==> config.mk <==
export PLATFORM = sky130hd
export DESIGN_NAME = regfile_sb
export DESIGN_NICKNAME = d
export VERILOG_FILES = /design/src/rtl/rf_pkg.sv /design/src/rtl/rf_read_port.sv /design/src/rtl/regfile_sb.sv
export SDC_FILE = /design/constraint.sdc
export NUM_CORES = 1
export LEC_CHECK = 0
export BUFFER_PORTS_ARGS = -buffer_cell sky130_fd_sc_hd__buf_4
export CAP_MARGIN = 15
export CORE_ASPECT_RATIO = 0.9
export CORE_MARGIN = 2
export CORE_UTILIZATION = 43
export DETAILED_ROUTE_END_ITERATION = 16
export GPL_ROUTABILITY_DRIVEN = 0
export PLACE_DENSITY = 0.64
export SETUP_SLACK_MARGIN = 0.4
export SLEW_MARGIN = 20
export SYNTH_ARGS = -nofsm -noshare
export SYNTH_HDL_FRONTEND = slang
export SYNTH_SLANG_ARGS = --single-unit
==> constraint.sdc <==
create_clock -name CLK -period 8.2 [get_ports CLK]
set_input_delay 1.64 -clock CLK [delete_from_list [all_inputs] [get_ports CLK]]
set_output_delay 1.64 -clock CLK [all_outputs]
set_load 0.01 [all_outputs]
==> src/rtl/rf_pkg.sv <==
// Shared defaults and helpers for the scoreboarded register file.
// Imported by the top level and by the read-port slice.
package rf_pkg;

   localparam int RF_WIDTH = 8;
   localparam int RF_DEPTH = 8;

   // Smallest w such that 2**w >= n; DEPTH is a power of two so this is exact.
   function automatic int rf_clog2(input int n);
      int w;
      w = 0;
      for (int i = 0; i < 31; i++) begin
         if ((1 << i) < n) w = i + 1;
      end
      return w;
   endfunction

endpackage

==> src/rtl/rf_read_port.sv <==
// One combinational read port: array select, writeback bypass,
// register-0 zeroing and the pending-source hazard flag.
module rf_read_port
   import rf_pkg::*;
#(
   parameter int WIDTH   = RF_WIDTH,
   parameter int DEPTH   = RF_DEPTH,
   parameter int AW      = rf_clog2(RF_DEPTH),
   parameter int R0_ZERO = 0
) (
   input  logic [AW-1:0]    addr,
   input  logic [WIDTH-1:0] regs [DEPTH],
   input  logic [DEPTH-1:0] pend,
   input  logic             wr_en,
   input  logic [AW-1:0]    wr_addr,
   input  logic [WIDTH-1:0] wr_data,
   output logic [WIDTH-1:0] val,
   output logic             busy
);

   logic hit;
   logic is_r0;

   // NOTE: every output of an always_comb gets a value on entry, so no path
   // through the block can leave it unassigned and infer a latch.
   always_comb begin
      hit   = wr_en && (wr_addr == addr);
      is_r0 = (R0_ZERO != 0) && (addr == '0);
      val   = regs[addr];
      busy  = pend[addr];
      if (hit) begin
         val  = wr_data;
         busy = 1'b0;
      end
      // Hard-wired zero beats the bypass: writes to r0 never land anyway.
      if (is_r0) begin
         val  = '0;
         busy = 1'b0;
      end
   end

endmodule

==> src/rtl/regfile_sb.sv <==
// Flop-based register file with a per-register pending scoreboard,
// same-cycle writeback bypass and an equality / unsigned-less-than comparator.
module regfile_sb
   import rf_pkg::*;
#(
   parameter  int WIDTH   = RF_WIDTH,
   parameter  int DEPTH   = RF_DEPTH,
   parameter  int R0_ZERO = 0,
   localparam int AW      = rf_clog2(DEPTH)
) (
   input  logic             CLK,
   input  logic             RSTn,
   input  logic [AW-1:0]    rd_addr1,
   input  logic [AW-1:0]    rd_addr2,
   output logic [WIDTH-1:0] rd_val1,
   output logic [WIDTH-1:0] rd_val2,
   output logic             cmp_eq,
   output logic             cmp_lt,
   input  logic             wr_en,
   input  logic [AW-1:0]    wr_addr,
   input  logic [WIDTH-1:0] wr_data,
   input  logic             rsv_en,
   input  logic [AW-1:0]    rsv_addr,
   output logic             busy1,
   output logic             busy2,
   output logic             stall,
   output logic             rsv_err
);

   logic [WIDTH-1:0] regs [DEPTH];
   logic [DEPTH-1:0] pend;
   logic [DEPTH-1:0] pend_nxt;
   logic             wr_ok;
   logic             rsv_ok;
   logic             err_hit;

   // Writes and reservations aimed at a hard-wired r0 are dropped here.
   always_comb begin
      wr_ok    = wr_en  && !((R0_ZERO != 0) && (wr_addr  == '0));
      rsv_ok   = rsv_en && !((R0_ZERO != 0) && (rsv_addr == '0));
      err_hit  = rsv_ok && pend[rsv_addr] && !(wr_en && (wr_addr == rsv_addr));
      pend_nxt = pend;
      if (wr_ok)  pend_nxt[wr_addr]  = 1'b0;
      // A new producer supersedes a same-cycle writeback, so set comes last.
      if (rsv_ok) pend_nxt[rsv_addr] = 1'b1;
   end

   // NOTE: sequential state uses non-blocking assignments so every flop
   // samples pre-edge values regardless of statement order.
   // NOTE: the storage array is reset element by element; this is only
   // affordable because it is built from flops rather than a RAM macro.
   always_ff @(posedge CLK) begin
      if (!RSTn) begin
         for (int i = 0; i < DEPTH; i++) regs[i] <= '0;
         pend    <= '0;
         rsv_err <= 1'b0;
      end else begin
         if (wr_ok) regs[wr_addr] <= wr_data;
         pend <= pend_nxt;
         if (err_hit) rsv_err <= 1'b1;
      end
   end

   rf_read_port #(
      .WIDTH  (WIDTH),
      .DEPTH  (DEPTH),
      .AW     (AW),
      .R0_ZERO(R0_ZERO)
   ) u_port1 (
      .addr   (rd_addr1),
      .regs   (regs),
      .pend   (pend),
      .wr_en  (wr_en),
      .wr_addr(wr_addr),
      .wr_data(wr_data),
      .val    (rd_val1),
      .busy   (busy1)
   );

   rf_read_port #(
      .WIDTH  (WIDTH),
      .DEPTH  (DEPTH),
      .AW     (AW),
      .R0_ZERO(R0_ZERO)
   ) u_port2 (
      .addr   (rd_addr2),
      .regs   (regs),
      .pend   (pend),
      .wr_en  (wr_en),
      .wr_addr(wr_addr),
      .wr_data(wr_data),
      .val    (rd_val2),
      .busy   (busy2)
   );

   always_comb begin
      cmp_eq = (rd_val1 == rd_val2);
      cmp_lt = (rd_val1 <  rd_val2);
      stall  = busy1 | busy2;
   end

endmodule

# Word level (Yosys, flattened, before mapping)
# Cells that the tools add are included.
dict set report word_totals {
  out_inout_bits 22
  inputBits 24
  ff_bits 73
  elab_cells 66
}
dict set report op_classes {
  bitwise 7
  order_cmp 11
  n_mux 25
  eq_ne 4
  n_reduce_logical 9
}
# op count
set ops {}
lappend ops {{$mux W8} 9}
lappend ops {{$bwmux W64} 1}
lappend ops {{$bmux W8 S3} 2}
lappend ops {{$demux W8 S3} 1}
lappend ops {{$lt A3 B4 Y1 const B} 4}
lappend ops {{$ge A4 B4 Y1 const B} 3}
lappend ops {{$not A3 Y4} 3}
lappend ops {{$bmux W1 S3} 3}
lappend ops {{$eq A3 B3 Y1} 3}
lappend ops {{$and A8 B8 Y8} 1}
lappend ops {{$eq A8 B8 Y1} 1}
lappend ops {{$logic_and A1 B1 Y1} 8}
lappend ops {{$lt A8 B8 Y1} 1}
lappend ops {{$not A8 Y8} 1}
lappend ops {{$or A8 B8 Y8} 1}
lappend ops {{$mux W1} 7}
lappend ops {{$demux W1 S3} 2}
lappend ops {{$ge A3 B1 Y1 const B} 2}
lappend ops {{$lt A4 B1 Y1 const B} 1}
lappend ops {{$logic_not A1 Y1} 1}
lappend ops {{$or A1 B1 Y1} 1}

# Longest topological paths before layout
# Gate-level depths: netlist of run 1.
dict set report logic_depth {
  ltp_word 9
  mapped_depth 12
  depth_no_buf 9
}

# Cells and area by module
# Synthesis of run 1 repeated with hierarchy kept, for this count alone.
dict set report unflattened {
  cells_unflattened 465
  area_unflattened_um2 4742.0
}
# mod area_per_inst_um2 seq_area_each_um2 cells_each n_inst
set by_module_without_submodules {}
lappend by_module_without_submodules {regfile_sb 3220.6 1461.4 375 1}
lappend by_module_without_submodules {rf_read_port 760.7 0.0 45 2}

# Worst setup path after synthesis of run 1
# Ideal clock, no wire load.
dict set report synth_path {
  path_kind {input to output}
  from {in rd_addr1[0]}
  to {out cmp_lt}
  required_time_ns 6.560
  setup_slack_ns 2.651
  n_path_buf 2
  cell_stages 9
  t_arrival_ns 3.909
  cell_sequence {buf_6 buf_2 mux4_2 mux2i_1 a21oi_1 ha_1 a21o_1 a21o_1 a211oi_1}
}
dict set report synth_between {
  elab_chain_len 6
  elab_cells_between_ends 8
  cone_classes {order compare: 1; eq/ne: 1; mux: 4; bitwise: 1; reduce/logical: 1}
}
# element line
set synth_lines {}
lappend synth_lines {{start, declared} regfile_sb.sv:13} ;# input logic [AW-1:0] rd_addr1,
lappend synth_lines {{$not A3 Y4 (not written as such)} rf_read_port.sv:29} ;# val = regs[addr];
lappend synth_lines {{$bmux W8 S3} rf_read_port.sv:29}
lappend synth_lines {{$mux W8 (not written as such) (2 in series)} rf_read_port.sv:29}
lappend synth_lines {{$mux W8 *} rf_read_port.sv:31} ;# if (hit) begin
lappend synth_lines {{via rd_val1[5]} regfile_sb.sv:15} ;# output logic [WIDTH-1:0] rd_val1,
lappend synth_lines {{$lt A8 B8 Y1 *} regfile_sb.sv:98} ;# cmp_lt = (rd_val1 < rd_val2);
lappend synth_lines {{end, declared} regfile_sb.sv:18} ;# output logic cmp_lt,
# The timed path passes the listed nets; every way through them passes the cells marked *. The select of a mux whose other input is x is not followed.

# Final worst setup path of run 1
dict set report layout_path {
  from {in rd_addr2[0]}
  to {out cmp_lt}
}
dict set report layout_between {
  elab_chain_len 6
  elab_cells_between_ends 8
  cone_classes {order compare: 1; eq/ne: 1; mux: 4; bitwise: 1; reduce/logical: 1}
}
# element line
set layout_lines {}
lappend layout_lines {{start, declared} regfile_sb.sv:14} ;# input logic [AW-1:0] rd_addr2,
lappend layout_lines {{$not A3 Y4 (not written as such)} rf_read_port.sv:29}
lappend layout_lines {{$bmux W8 S3} rf_read_port.sv:29}
lappend layout_lines {{$mux W8 (not written as such) (2 in series)} rf_read_port.sv:29}
lappend layout_lines {{$mux W8 *} rf_read_port.sv:31}
lappend layout_lines {{$lt A8 B8 Y1 *} regfile_sb.sv:98}
# Mark *: on every way between the ends. The rest lies on a longest branch, timed or not. The select of a mux whose other input is x is not followed.

==> flow_summary_export.csv, run 1 <==
group,metric,value,unit
outcome,status,"finished clean",
clocking,clk_latency,340,ps
power,p_leak,1.95,nW
timing,fin_crit,6300,ps
synthesis,async_flop_share,0,%
timing,timing.final.crit_share,76.8,%
setup_path,critPathLaunchType,"input port",
timing,slew_viol_final,0,
synthesis,netlist_instances,475,
min_path,hp-start,"regs[50]",
timing,hold_violations,0,
place,port_buffers,45,
synthesis,ys_warn_count,0,
finish,finalNetCount,529,
synthesis,ys_seq_elements,73,
clocking,post_cts_buffers,0,
floorplan,rows,35,
drt,first_pass_iters,4,
synthesis,syn_nets,507,
setup_path,cp-end-kind,"primary output",
drt,postRouteAntennaNets,0,
floorplan,start_util,44.2,%
clocking,cts_resized,0,
synthesis,synth.distinct_cells,34,
floorplan,die_w,112,um
finish,syn2layout_area_growth,14.6,%
setup_path,r2r_cells,3,
global_route,grt_pass1_wl,19900,um
drt,routed_via_density,5.88,
finish,diodes,0,
clocking,clock_sink_count,73,
synthesis,yosysTopAreaCell,"dfxtp_1",
power,ir_drop,102,uV
power,powerDensity,183,mW/mm^2
clocking,hold_buffers,0,
finish,drive_gt1_share,23.7,%
setup_path,crit_type,"in -> out",
setup_path,reg2reg_slack,7060,ps
timing,whs,466,ps
synthesis,syn_area,0.00451,sq mm
setup_path,rr_startpoint,"pend[6]",
drt,vias,3709,
drt,initialDrtViolationCount,260,
global_route,overflow,0,
synthesis,synth.most_common_cell,"nand2_1",
synthesis,synth_common_cells,"nand2_1, dfxtp_1, a21boi_1",
synthesis,yosysSeqAreaShare,32.4,%
finish,fill_cells,896,
clocking,cts-root-buf,"clkbuf_16",
synthesis,synth_top_area_share,32.4,%
clocking,cts_buffers,9,
min_path,whs_path_depth,2,
synthesis,synthFlopType,"dfxtp_1",
setup_path,r2r-end,"rsv_err",
timing,fmax,0.159,GHz
synthesis,synth.avg_cell_area,9.49,sq um
setup_path,cp_data_arrival_time,4660,ps
clocking,tritoncts,"yes",
global_route,grt_max_degree,75,
timing,setup_violations,0,
drt,routed_wl,12400,um
clocking,clk_pin_slew,60,ps
timing,rsz0062_at_grt,"false",
floorplan,fp.coreArea,0.0102,sq mm
setup_path,crit_required,6560,ps
floorplan,die_h,101,um
synthesis,synth.area.top_cells,"dfxtp_1, mux4_2, nand2_1, a21boi_1, mux2i_4",
clocking,htree_levels,3,
timing,relSlewSlack,28.6,%
clocking,cts.path.max_buffers,2,
floorplan,dieArea,0.0113,sq mm
timing,worstMarginPinSlew,1070,ps
place,hpwl,8360,um
floorplan,io_pins,46,
global_route,antenna_found_initial,0,
min_path,hold_class,"reg -> reg",
drt,drt_drc_violations_left,0,
run,drv_cap,0,
synthesis,synth-edff-count,0,
timing,skew,5.96,ps
drt,wire_per_inst,19.7,um
global_route,track_usage,22.9,%
timing,setup_tns,0,ps
setup_path,cp_max_fo,19,
global_route,grt_pass1_vias,3576,
min_path,hold_path_end,"regs[50]",
[how the worst max path moves through the flow]
stage                      from     end  slack [ps]  cells past startpoint
finish              rd_addr2[0]  cmp_lt        1900                     10
global route        rd_addr2[0]  cmp_lt        1670                     10
CTS                 rd_addr2[0]  cmp_lt        1900                     10
detailed placement  rd_addr2[0]  cmp_lt        1910                     10
global placement    rd_addr2[0]  cmp_lt        1910                     10
floorplan           rd_addr1[0]  cmp_lt        2650                      9
[area by class of cell]
class / instances / area [sq um] / area share, %
clock inverter: 6 / 91.3 / 1.77
inverter: 9 / 33.8 / 0.654
sequential: 73 / 1460 / 28.3
tap: 129 / 161 / 3.13
timing repair buffer: 46 / 345 / 6.69
multi-input combinational: 358 / 2840 / 55.0
clock buffer: 10 / 229 / 4.43
[layout by cell type (no fill, tap or decap), drive strengths merged, types with 9 or more instances in the layout]
cell type	instances
xnor2	9
inv	10
dfxtp	73
mux2i	17
clkbuf	10
a21boi	65
nor2	18
nand2	137
mux4	37
mux2	9
buf	46
a21oi	10
nor2b	13
[critical path: stages]
cell and delay, ps:
buf_4 340, xnor2_1 160, nand4_1 840, mux2i_4 530
ha_1 320, nor2b_1 130, o211ai_1 170, a21oi_1 90
a211oi_1 230, buf_4 160
[through the flow]
step	util (%)	cells	power, mW	setup slack (ps)	cell area, sq um
floorplan	-	475	0.474	2650	4510
global placement	47.4	615	0.518	1910	4840
detailed placement	47.5	615	0.521	1910	4840
CTS	50.6	631	0.945	1900	5160
global route	50.6	631	0.975	1670	5160
finish	50.6	631	0.943	1900	5160
[report_power, final]
group          switching, mW  internal, mW  total [mW]
clock network          0.161         0.268       0.429
registers            0.00655         0.363       0.370
logic                 0.0776        0.0666       0.144
total                  0.245         0.698       0.943
[layer usage]
layer / global-route usage [%] / wire length [um] / vias up
li1: - / - / 1722
met1: 33.5 / 5600 / 1804
met2: 34.3 / 5470 / 158
met3: 4.61 / 1040 / 25
met4: 7.79 / 301 / 0
met5: 0 / 0 / -
[kinds of logic after synthesis]
family	count (synthesis)	synth area share [%]
buffers and inverters	44	4.64
flip-flops	73	32.4
AND/OR/NAND/NOR	188	17.4
adder cells (fa/ha/maj)	8	2.22
XOR/XNOR	9	1.75
multiplexers	63	27.0
AO/OA/AOI/OAI	90	14.5
[state kept, by name, indices dropped and copies added (netlist names)]
name	count
regs	64
pend	8
rsv_err	1
No activity file was read; power rests on OpenSTA's default activity.
==> run 2, diff against run 1 <==
--- a/config.mk
+++ b/config.mk
@@ -5,6 +5,7 @@
 export SDC_FILE = /design/constraint.sdc
 export NUM_CORES = 1
 export LEC_CHECK = 0
+export ABC_AREA = 1
 export BUFFER_PORTS_ARGS = -buffer_cell sky130_fd_sc_hd__buf_4
 export CAP_MARGIN = 15
 export CORE_ASPECT_RATIO = 0.9
==> constraint.sdc (replaced) <==
create_clock -name CLK -period 6.2 [get_ports CLK]
set_input_delay 1.24 -clock CLK [delete_from_list [all_inputs] [get_ports CLK]]
set_output_delay 1.24 -clock CLK [all_outputs]
set_load 0.01 [all_outputs]
==> flow_summary_export.csv, run 2 <==
group,metric,value,unit
finish,layoutNonFillerInstCount,861,
finish,top_register,"regs",
timing,worstMarginPinSlew,582,ps
clocking,htree_levels,3,
finish,syn2layout_area_growth,10.9,%
setup_path,crit_chain,"buf_4 > inv_2 > o21ai_1 > nand2_1 > or2_0 > nand2_1 > inv_1 > ha_1 > nand2_1 > o21bai_1 > a21oi_1 > nor2_1 > buf_4",
min_path,hp-start,"rsv_err",
setup_path,r2r_cells,8,
floorplan,die_w,112,um
synthesis,synth.area.top_cells,"dfxtp_1, o21ai_0, nand2_1, a21oi_1, nor2_1",
clocking,clk_pin_slew,60,ps
finish,final_common_cell,"nand2_1",
setup_path,rr_startpoint,"pend[6]",
outcome,status,"finished clean",
setup_path,critPathMaxStageDelay,470,ps
timing,setup_violations,0,
timing,rsz0062_at_grt,"false",
synthesis,synth_top_area_share,32.2,%
synthesis,synth_common_cells,"nand2_1, o21ai_0, nor2_1",
global_route,grt_max_degree,66,
drt,vias,4773,
min_path,whs_path_depth,2,
clocking,cts_buffers,9,
finish,drive_gt1_share,11.3,%
floorplan,rows,35,
drt,initialDrtViolationCount,459,
drt,wire_per_inst,16.3,um
setup_path,cp_top_family,"buffers and inverters",
drt,drt_drc_violations_left,0,
timing,relSlewSlack,61.2,%
drt,drt-met1-wl,6620,um
floorplan,start_util,44.3,%
power,p_total,1.27,mW
setup_path,crit_type,"in -> out",
floorplan,fp.coreArea,0.0102,sq mm
timing,hold_violations,0,
synthesis,ys_seq_elements,73,
place,hpwl,9610,um
setup_path,reg2reg_slack,5210,ps
setup_path,cp_data_arrival_time,3710,ps
synthesis,async_flop_share,0,%
power,p_leak,2.19,nW
timing,skew,1.84,ps
place,port_buffers,45,
global_route,antenna_found_initial,0,
drt,routed_via_density,5.54,
synthesis,ys_warn_count,0,
setup_path,path_common_cell,"nand2_1",
timing,fmax,0.202,GHz
synthesis,synth.most_common_cell,"nand2_1",
clocking,post_cts_buffers,0,
drt,dr_wl_met2,6010,um
setup_path,cp_num_cells,13,
clocking,cts.path.max_buffers,2,
drt,topRoutingLayerUsed,"met4",
clocking,clk_latency,330,ps
finish,finalNetCount,759,
synthesis,synth.avg_cell_area,6.31,sq um
global_route,grt_pass1_vias,4363,
timing,slew_viol_final,0,
finish,largest_reg_flops,64,
finish,diodes,0,
timing,timing.final.crit_share,79.9,%
finish,mostFrequentLayoutCells,"nand2_1, o21ai_0, nor2_1",
global_route,grt_pass1_wl,22700,um
min_path,hold_path_end,"rsv_err",
setup_path,r2r-end,"rsv_err",
synthesis,synth-edff-count,0,
clocking,clock_sink_count,73,
synthesis,syn_area,0.00454,sq mm
drt,wl_met3,1240,um
global_route,track_usage,25.1,%
drt,first_pass_iters,5,
power,ir_drop,144,uV
synthesis,synthFlopType,"dfxtp_1",
clocking,tritoncts,"yes",
clocking,cts-root-buf,"clkbuf_16",
synthesis,yosysTopAreaCell,"dfxtp_1",
place,dp_cells,845,
run,drv_cap,0,
timing,setup_tns,0,ps
setup_path,cp-end-kind,"primary output",
floorplan,io_pins,46,
floorplan,die_h,102,um
synthesis,netlist_instances,720,
synthesis,yosysSeqAreaShare,32.2,%
setup_path,critPathLaunchType,"input port",
global_route,overflow,0,
min_path,hold_class,"reg -> reg",
clocking,hold_buffers,0,
timing,whs,458,ps
drt,routed_wl,14000,um
setup_path,crit_required,4960,ps
power,powerDensity,252,mW/mm^2
synthesis,syn_nets,752,
finish,reg_top3,"regs (64), pend (8), rsv_err (1)",
setup_path,cp_max_fo,61,
setup_path,critPathBufInv,4,
drt,postRouteAntennaNets,0,
clocking,cts_resized,0,
floorplan,dieArea,0.0114,sq mm
synthesis,synth.distinct_cells,27,
setup_path,critPathSlowestCell,"buf_4",
timing,fin_crit,4950,ps
[run 2: power breakdown]
part,leakage (nW),internal [mW],switching (mW)
Sequential,0.593,0.486,0.0104
Clock,0.148,0.320,0.205
Combinational,1.45,0.0898,0.158
[run 2: area by class of cell]
class	count	area (sq um)
Fill cell	1076	5210
Multi-Input combinational cell	520	2480
Sequential cell	73	1460
Timing Repair Buffer	45	338
Inverter	78	300
Clock buffer	10	239
Tap cell	129	161
Clock inverter	6	57.6
[run 2: worst reg2reg max path, delay by kind of cell (launching register included)]
family | cells | cell delay (ps)
DFF | 1 | 390
and+or+nand+nor | 6 | 380
AOI/OAI and AO/OA | 1 | 110
buffers and inverters | 1 | 40
[run 2: worst max path at each step]
| stage | start | to | slack (ps) |
|---|---|---|---|
| 2_1_floorplan | rd_addr2[1] | cmp_lt | 2180 |
| 3_3_place_gp | rd_addr1[0] | cmp_lt | 1360 |
| 3_5_place_dp | rd_addr1[0] | cmp_lt | 1320 |
| 4_1_cts | rd_addr1[0] | cmp_lt | 1310 |
| 5_1_grt | rd_addr1[0] | cmp_lt | 940 |
| 6_report | rd_addr1[0] | cmp_lt | 1250 |
[run 2: logic make-up (layout without fill, tap and decap cells)]
| kind of cell | after synthesis | count (layout) | synth area share [%] |
|---|---|---|---|
| XOR/XNOR | 2 | 2 | 0.386 |
| AO/OA/AOI/OAI | 208 | 208 | 24.2 |
| adder cells (fa/ha/maj) | 8 | 8 | 2.20 |
| flip-flops | 73 | 73 | 32.2 |
| AND/OR/NAND/NOR | 302 | 302 | 27.8 |
| buffers and inverters | 127 | 139 | 13.2 |
[run 2: routing by layer]
metal  GRT usage [%]  vias up
li1                -     2387
met1            36.8     2173
met2            38.1      198
met3            5.09       15
met4            5.82        0
met5               0        -
[run 2: metrics by stage]
stage,utilization [%],setup slack [ps],instance area (sq um)
after CTS,49.2,1310,5040
after global routing,49.2,944,5040
after floorplan,-,2180,4540
after detailed placement,46.3,1320,4740
after global placement,46.3,1360,4740
final,49.2,1250,5040
==> run 3, diff against run 2 <==
==> constraint.sdc (replaced) <==
create_clock -name CLK -period 5.2 [get_ports CLK]
set_input_delay 1.04 -clock CLK [delete_from_list [all_inputs] [get_ports CLK]]
set_output_delay 1.04 -clock CLK [all_outputs]
set_load 0.01 [all_outputs]
==> flow_summary_export.csv, run 3 (same netlist as run 2, synthesis figures left out) <==
group,metric,value,unit
clocking,cts.path.max_buffers,2,
global_route,antenna_found_initial,0,
drt,drt-met1-wl,6700,um
finish,fill_cells,1081,
timing,worstMarginPinSlew,568,ps
setup_path,cp_data_arrival_time,3380,ps
clocking,htree_levels,3,
floorplan,die_h,102,um
setup_path,critPathLaunchType,"input port",
floorplan,dieArea,0.0114,sq mm
finish,diodes,0,
power,pwr-share-seq,39.2,%
floorplan,start_util,44.3,%
place,hpwl,9650,um
power,powerDensity,299,mW/mm^2
drt,drt_drc_violations_left,0,
finish,finalNetCount,760,
floorplan,fp.coreArea,0.0102,sq mm
global_route,overflow,0,
timing,relSlewSlack,62.1,%
drt,dr_wl_met2,5860,um
finish,largest_reg_flops,64,
setup_path,reg2reg_slack,4220,ps
clocking,tritoncts,"yes",
setup_path,crit_required,4160,ps
global_route,grt_pass1_wl,22200,um
outcome,status,"finished clean",
drt,wire_per_inst,16.2,um
floorplan,die_w,112,um
clocking,cts_resized,0,
timing,setup_tns,0,ps
drt,routed_via_density,5.55,
timing,rsz0062_at_grt,"false",
timing,fmax,0.226,GHz
run,drv_cap,0,
drt,topRoutingLayerUsed,"met4",
finish,reg_top3,"regs (64), pend (8), rsv_err (1)",
power,intPower,1.07,mW
setup_path,cp_max_fo,50,
timing,timing.final.crit_share,85.0,%
clocking,cts-root-buf,"clkbuf_16",
drt,vias,4782,
setup_path,critPathSlowestCell,"buf_4",
timing,skew,2.39,ps
setup_path,critPathMaxStageDelay,420,ps
clocking,clk_pin_slew,50,ps
power,p_switching,436,uW
timing,setup_violations,0,
setup_path,crit_chain,"buf_4 > inv_2 > o21ai_1 > a21oi_1 > nand2_2 > nand3_1 > nand2_1 > inv_1 > ha_1 > nand2_1 > o21bai_1 > a21oi_1 > nor2_1 > buf_4",
timing,slew_viol_final,0,
clocking,hold_buffers,0,
power,power_frac_comb,19.7,%
place,dp_cells,846,
timing,fin_crit,4420,ps
finish,mostFrequentLayoutCells,"nand2_1, o21ai_0, nor2_1",
place,port_buffers,45,
global_route,grt_max_degree,66,
finish,layoutNonFillerInstCount,862,
power,p_sw_share,28.9,%
floorplan,rows,35,
drt,first_pass_iters,5,
global_route,grt_pass1_vias,4174,
timing,hold_violations,0,
setup_path,cp-end-kind,"primary output",
clocking,clock_sink_count,73,
power,clock_power_share,41.1,%
finish,final_common_cell,"nand2_1",
finish,top_register,"regs",
clocking,cts_buffers,9,
min_path,hold_class,"reg -> reg",
drt,initialDrtViolationCount,410,
finish,drive_gt1_share,10.9,%
global_route,track_usage,24.8,%
finish,syn2layout_area_growth,10.9,%
power,ir_drop,231,uV
clocking,clk_latency,340,ps
floorplan,io_pins,46,
power,p_leak,2.18,nW
drt,wl_met3,1170,um
clocking,post_cts_buffers,0,
drt,routed_wl,14000,um
drt,postRouteAntennaNets,0,
setup_path,crit_type,"in -> out",
==> run 3: cell types whose count changed in the layout (fill, tap and decap cells not counted) <==
cell      previous run  this run
buf_4               45        46
clkbuf_1             0         4
clkinv_2             4         0
==> run 3: per-stage QoR <==
| step | hold slack [ps] | area [sq um] | util, % | power [mW] | setup WS (ps) |
|---|---|---|---|---|---|
| floorplan | 440 | 4540 | - | 0.803 | 1580 |
| global placement | 439 | 4750 | 46.3 | 0.889 | 943 |
| detailed placement | 445 | 4750 | 46.3 | 0.897 | 838 |
| CTS | 455 | 5040 | 49.2 | 1.51 | 821 |
| global route | 466 | 5040 | 49.2 | 1.57 | 612 |
| finish | 450 | 5040 | 49.2 | 1.51 | 782 |
==> run 3: worst max-delay path: cells and delay by family <==
family | cells | cell delay, ps
AO/OA/AOI/OAI | 4 | 580
adder cells (fa/ha/maj) | 1 | 290
buffers and inverters | 4 | 920
AND/OR/NAND/NOR | 5 | 520
==> run 3: final timing paths <==
| check | start | to | cells past startpoint |
|---|---|---|---|
| worst min register to register | rsv_err | rsv_err | 2 |
| worst max-delay path | rd_addr2[0] | cmp_lt | 14 |
| worst min-delay path | rsv_err | rsv_err | 2 |
| worst max register to register | pend[6] | rsv_err | 8 |
==> run 3: routing by layer <==
| metal | vias to the layer above | track usage, % |
|---|---|---|
| li1 | 2380 | - |
| met1 | 2195 | 36.0 |
| met2 | 188 | 36.7 |
| met3 | 19 | 5.63 |
| met4 | 0 | 7.69 |
| met5 | - | 0 |
==> run 3: cell type report <==
| type | instances | area (sq um) | share of cell area, % |
|---|---|---|---|
| multi-input combinational | 520 | 2480 | 49.2 |
| clock buffer | 14 | 254 | 5.04 |
| inverter | 78 | 300 | 5.96 |
| tap | 129 | 161 | 3.20 |
| timing repair buffer | 46 | 345 | 6.85 |
| clock inverter | 2 | 37.5 | 0.745 |
| sequential | 73 | 1460 | 29.0 |
==> run 3: power groups by stage <==
stage	sequential, mW	clock (mW)	combinational (mW)
global route	0.594	0.647	0.332
floorplan	0.600	0	0.203
CTS	0.591	0.624	0.295
finish	0.592	0.620	0.297
global placement	0.603	0	0.286
detailed placement	0.603	0	0.294
